### src/rtl/clkdiv_multi.sv
// Multi-channel programmable tick generator with glitch-free divisor reload.
// Define CLKDIV_SQUARE_EN to add the per-channel 50% duty Sq outputs.
module clkdiv_multi #(
    parameter int          CHW         = 2,
    parameter int          BITS        = 27,
    parameter int unsigned DEFAULT_DIV = 100_000_000
) (
    input  logic                 Clkin,
    input  logic                 Rst,
    input  logic                 WrEn,
    input  logic [CHW-1:0]       WrCh,
    input  logic [BITS-1:0]      WrData,
    input  logic [2**CHW-1:0]    Run,
    input  logic                 Sync,
    output logic [2**CHW-1:0]    Tick,
`ifdef CLKDIV_SQUARE_EN
    output logic [2**CHW-1:0]    Sq,
`endif
    output logic                 WrAck
);

    localparam int              CH  = 2**CHW;
    localparam logic [BITS-1:0] DEF = BITS'(DEFAULT_DIV);

    logic wrack_q;

    always_ff @(posedge Clkin) begin
        if (Rst) begin
            wrack_q <= 1'b0;
        end else begin
            wrack_q <= WrEn;
        end
    end

    assign WrAck = wrack_q;

    for (genvar g = 0; g < CH; g++) begin : g_ch
        logic [BITS-1:0] div_q, div_d;
        logic [BITS-1:0] shd_q, shd_d;
        logic [BITS-1:0] cnt_q, cnt_d;
        logic [BITS-1:0] eff, nxt_shd;
        logic            pnd_q, pnd_d;
        logic            tick_q, tick_d;
        logic            hit, pend, wrap;

        assign hit     = WrEn && (WrCh == CHW'(g));
        assign nxt_shd = hit ? WrData : shd_q;
        assign pend    = hit | pnd_q;
        // Divisors 0 and 1 both collapse to a period of one cycle.
        assign eff     = (div_q == '0) ? BITS'(1) : div_q;
        assign wrap    = (cnt_q == eff - BITS'(1));

        always_comb begin
            div_d  = div_q;
            shd_d  = nxt_shd;
            cnt_d  = cnt_q;
            pnd_d  = pend;
            tick_d = 1'b0;
            if (Sync) begin
                cnt_d = '0;
                if (pend) begin
                    div_d = nxt_shd;
                    pnd_d = 1'b0;
                end
            end else if (Run[g]) begin
                if (wrap) begin
                    cnt_d  = '0;
                    tick_d = 1'b1;
                    if (pend) begin
                        div_d = nxt_shd;
                        pnd_d = 1'b0;
                    end
                end else begin
                    cnt_d = cnt_q + BITS'(1);
                end
            end else if (pend) begin
                div_d = nxt_shd;
                pnd_d = 1'b0;
                cnt_d = '0;
            end
        end

        always_ff @(posedge Clkin) begin
            if (Rst) begin
                div_q  <= DEF;
                shd_q  <= DEF;
                cnt_q  <= '0;
                pnd_q  <= 1'b0;
                tick_q <= 1'b0;
            end else begin
                div_q  <= div_d;
                shd_q  <= shd_d;
                cnt_q  <= cnt_d;
                pnd_q  <= pnd_d;
                tick_q <= tick_d;
            end
        end

        assign Tick[g] = tick_q;

`ifdef CLKDIV_SQUARE_EN
        logic sq_q, sq_d;

        always_comb begin
            sq_d = sq_q;
            if (Sync) begin
                sq_d = 1'b0;
            end else if (tick_d) begin
                sq_d = ~sq_q;
            end
        end

        always_ff @(posedge Clkin) begin
            if (Rst) begin
                sq_q <= 1'b0;
            end else begin
                sq_q <= sq_d;
            end
        end

        assign Sq[g] = sq_q;
`endif
    end

endmodule
### config.mk
export PLATFORM = sky130hd
export DESIGN_NAME = clkdiv_multi
export DESIGN_NICKNAME = d
export VERILOG_FILES = /design/src/rtl/clkdiv_multi.sv
export SDC_FILE = /design/constraint.sdc
export NUM_CORES = 1
export LEC_CHECK = 0
export ABC_AREA = 1
export CORE_MARGIN = 2
export CORE_UTILIZATION = 55
export DETAILED_ROUTE_END_ITERATION = 8
export PLACE_DENSITY = 0.74
export RECOVER_POWER = 50
export SETUP_SLACK_MARGIN = 0.4
export SLEW_MARGIN = 0
export SYNTH_ARGS = -nofsm -noshare
export SYNTH_HDL_FRONTEND = slang
export SYNTH_SLANG_ARGS = --single-unit
### constraint.sdc
create_clock -name Clkin -period 4.1 [get_ports Clkin]
set_clock_uncertainty 0.1 [all_clocks]
set_input_delay 1.23 -clock Clkin [delete_from_list [all_inputs] [get_ports Clkin]]
set_output_delay 1.23 -clock Clkin [all_outputs]
set_load 0.005 [all_outputs]
==> flow_summary_export.csv <==
group,metric,value,unit
status,status,"complete, no violations",
cts,cts_sinks,333,
sta,hold_viol,0,
final_layout,final_cells,3527,
cts,cts_root_buffer,"clkbuf_16",
critical_path,worstRegToRegCells,25,
critical_path,crit_fanout,30,
drt,post_drt_wl_per_cell,16.0,um
drt,antenna_left,0,
critical_path,setup.worst_path.class,"primary input to flip-flop",
sta,min_period,3.64,ns
critical_path,critPathTopFamily,"buffers and inverters",
logic_synthesis,synthTopCellsByArea,"dfxtp_1, nand2_1, nor2_1, nand3_1, xor2_1",
die,die_x,195,um
critical_path,cp_num_buf_inv,3,
logic_synthesis,synthesis.nets,3079,
sta,slew-limit-headroom,4.65,%
critical_path,cp_slowest_cell,"clkbuf_1",
global_routing,grt_pass1_vias,17900,
global_routing,antenna_found_initial,0,
drt,drt-total-wl,56500,um
logic_synthesis,yosys_warnings,0,
sta,grt_setup_unrepaired,"yes",
die,die_y,195,um
logic_synthesis,yosysSeqAreaShare,33.3,%
logic_synthesis,ys.flop_type,"dfxtp_1",
final_layout,nNetsFinal,3082,
worst_hold_path,hold_path.class,"flip-flop to flip-flop",
critical_path,cp-end-kind,"flip-flop",
critical_path,worstPathCellList,"dlygate4sd3_1 -> inv_1 -> nand3_1 -> clkbuf_1 -> nor2_1 -> a21oi_1 -> nand3b_1 -> nand3_1",
die,row_count,69,
final_layout,drive_above_1_share,6.59,%
die,start_util,56.0,%
cts,ctsLongestPathBuffers,3,
logic_synthesis,synth_most_common_cell,"nand2_1",
place,dp.cells,3448,
power_and_ir_drop,p_leak,9.46,nW
logic_synthesis,synthTopCellsByCount,"nand2_1, nor2_1, dfxtp_1",
logic_synthesis,syn_avg_cell_area,6.60,um2
logic_synthesis,synth_top_area_cell,"dfxtp_1",
critical_path,required,4.44,ns
job,max_cap_violations,0,
drt,routed_via_density,5.49,
power_and_ir_drop,pwr_density_cell,361,nW/um2
sta,timing.setup.tns,0,ns
global_routing,grt_overflow,0,
logic_synthesis,syn_inst,3034,
critical_path,worst-path-stages,8,
global_routing,grt_pass1_wl,90900,um
die,dieArea,37900,um2
global_routing,track_usage,29.2,%
drt,post-route-drc-count,0,
power_and_ir_drop,p_total,7.99,mW
cts,cts_tree,"built",
cts,hold_buffers,0,
die,pin_count,42,
sta,timing.final.max_slew_violations,0,
critical_path,startpoint_type,"primary input",
critical_path,cpMostUsedCell,"nand3_1",
sta,post-route-period-util,88.8,%
place,place.port_buffers,41,
place,place.gp.congestion,1.05,
critical_path,max_stage_delay,1.05,ns
sta,tightest_slew,1.43,ns
place,hpwl,41600,um
sta,setup_viol,0,
drt,drt-initial-drc-count,1432,
drt,drt_first_pass_iters,5,
cts,worstSkewPairLatency,0.55,ns
logic_synthesis,async_flop_share,0,%
global_routing,grt_max_degree,86,
die,coreArea,35700,um2
cts,cts.reportedPaths.clkPinSlew,0.06,ns
critical_path,crit_arrival,3.98,ns
drt,via_count,19400,
final_layout,area_delta_synth_final,10.7,%
sta,max_freq,275,MHz
logic_synthesis,synth_cell_types,48,
logic_synthesis,syn_area,20000,um2
logic_synthesis,synth-edff-count,0,
logic_synthesis,synth_top_cell_area_share,33.3,%
power_and_ir_drop,irDropWorstVdd,291,uV
worst_hold_path,worst_hold_path.num_cells,2,
cts,cts_buffers,38,
logic_synthesis,ys_seq_elements,333,
cts,h-tree-depth,2,
[per-stage QoR]
| stage | instance area [um2] | util [%] | worst slack (ns) | hold slack (ns) |
|---|---|---|---|---|
| 2_1_floorplan | 20000 | - | 1.03 | 0.313 |
| 3_3_place_gp | 20800 | 58.2 | 0.390 | 0.325 |
| 3_5_place_dp | 20800 | 58.2 | 0.300 | 0.331 |
| 4_1_cts | 22100 | 61.8 | 0.455 | 0.344 |
| 5_1_grt | 22100 | 62.0 | 0.184 | 0.367 |
| 6_report | 22200 | 62.0 | 0.457 | 0.343 |
[registers in the layout, summed over array words and instances (netlist names)]
name         count
g_ch.div_q     108
g_ch.cnt_q     108
WrAck            1
g_ch.shd_q     108
g_ch.tick_q      4
g_ch.pnd_q       4
[power breakdown]
group | internal [mW] | total (mW) | leakage, nW | switching (mW)
registers | 3.34 | 3.43 | 2.71 | 0.0946
logic | 0.367 | 1.06 | 6.12 | 0.694
clock network | 2.10 | 3.50 | 0.635 | 1.40
[worst reg2reg max path, cell delays in order, from the launching register on]
cell and delay, ns:
dfxtp_1 0.42, inv_1 0.06, nand2_1 0.11, nor2_1 0.08, nand3_1 0.11, nor2_1 0.06, nor2_1 0.25, ha_1 0.28
nand3_1 0.23, inv_1 0.13, nand2_2 0.11, nor2_1 0.22, inv_1 0.09, nand2_1 0.13, nand2_1 0.07, inv_1 0.05
nand3_1 0.07, nor2_1 0.10, nand2_1 0.06, nor2_1 0.09, nand2_1 0.11, nand2_2 0.12, buf_12 0.20, nand3_1 0.13
nand2_1 0.08, nor2_1 0.04
[metal layers]
layer	track usage [%]	vias up	routed length, um
li1	-	9790	-
met5	0	-	0
met3	4.32	101	3670
met2	47.6	604	25300
met1	39.8	8878	26100
met4	9.16	0	1470
[cell type report]
class	instances	area [um2]
repair buffers	98	848
well taps	461	577
clock buffers	54	1120
clock inverters	14	155
multi-input cells	2255	11600
fillers	3367	13600
flip-flops and latches	333	6670
diodes	1	2.50
inverters	311	1170
[cells by family after synthesis]
| family | count (synthesis) | share of synthesized area, % |
|---|---|---|
| adders and majority gates | 8 | 0.500 |
| AOI/OAI and AO/OA | 274 | 7.10 |
| xor gates and xnor gates | 200 | 8.75 |
| buffers and inverters | 447 | 8.95 |
| DFF | 333 | 33.3 |
| muxes | 60 | 3.00 |
| and+or+nand+nor | 1712 | 38.4 |
[final timing paths]
check | from | to | slack [ns]
max reg2reg | g_ch[2].div_q[24]$_SDFFE_PP1P_ | g_ch[2].div_q[4]$_SDFFE_PP0P_ | 0.48
min | g_ch[0].shd_q[14]$_SDFF_PP1_ | g_ch[0].shd_q[14]$_SDFF_PP1_ | 0.34
min reg2reg | g_ch[0].shd_q[14]$_SDFF_PP1_ | g_ch[0].shd_q[14]$_SDFF_PP1_ | 0.34
max | WrCh[0] | g_ch[2].div_q[24]$_SDFFE_PP1P_ | 0.46
[cells in the final DEF (no fill, tap or decap), types with 3 or more instances in the layout]
cell type / instances
nor2_2: 10
nand3_2: 25
o21bai_1: 5
xor2_1: 135
nand4_2: 3
xnor2_1: 64
buf_4: 44
nand3b_1: 59
nor2_1: 435
clkbuf_8: 9
clkdlybuf4s50_1: 34
mux2i_1: 60
dfxtp_2: 3
o21ai_0: 78
dfxtp_1: 330
buf_12: 3
clkbuf_1: 14
inv_2: 7
nand2_2: 5
bufinv_16: 3
ha_1: 8
inv_1: 298
clkinv_2: 8
clkinv_1: 5
or2_2: 23
nand3_1: 294
o21ai_1: 6
nor3_1: 57
dlygate4sd3_1: 6
nand2_1: 688
and2_1: 3
nor4_1: 11
a31oi_1: 3
nand4_1: 80
nor2_4: 6
or2_0: 3
a21oi_1: 172
clkbuf_16: 39
[timing repair]
| item | 4_1_cts | 5_1_grt |
|---|---|---|
| gates resized for setup | 2 | 27 |
| buffers inserted | 2 | 7 |
| gates cloned | 0 | 1 |
| pin swaps | 2 | 3 |
| endpoints found under the setup margin | 53 | 184 |
Power figures use the tool's default switching activity.
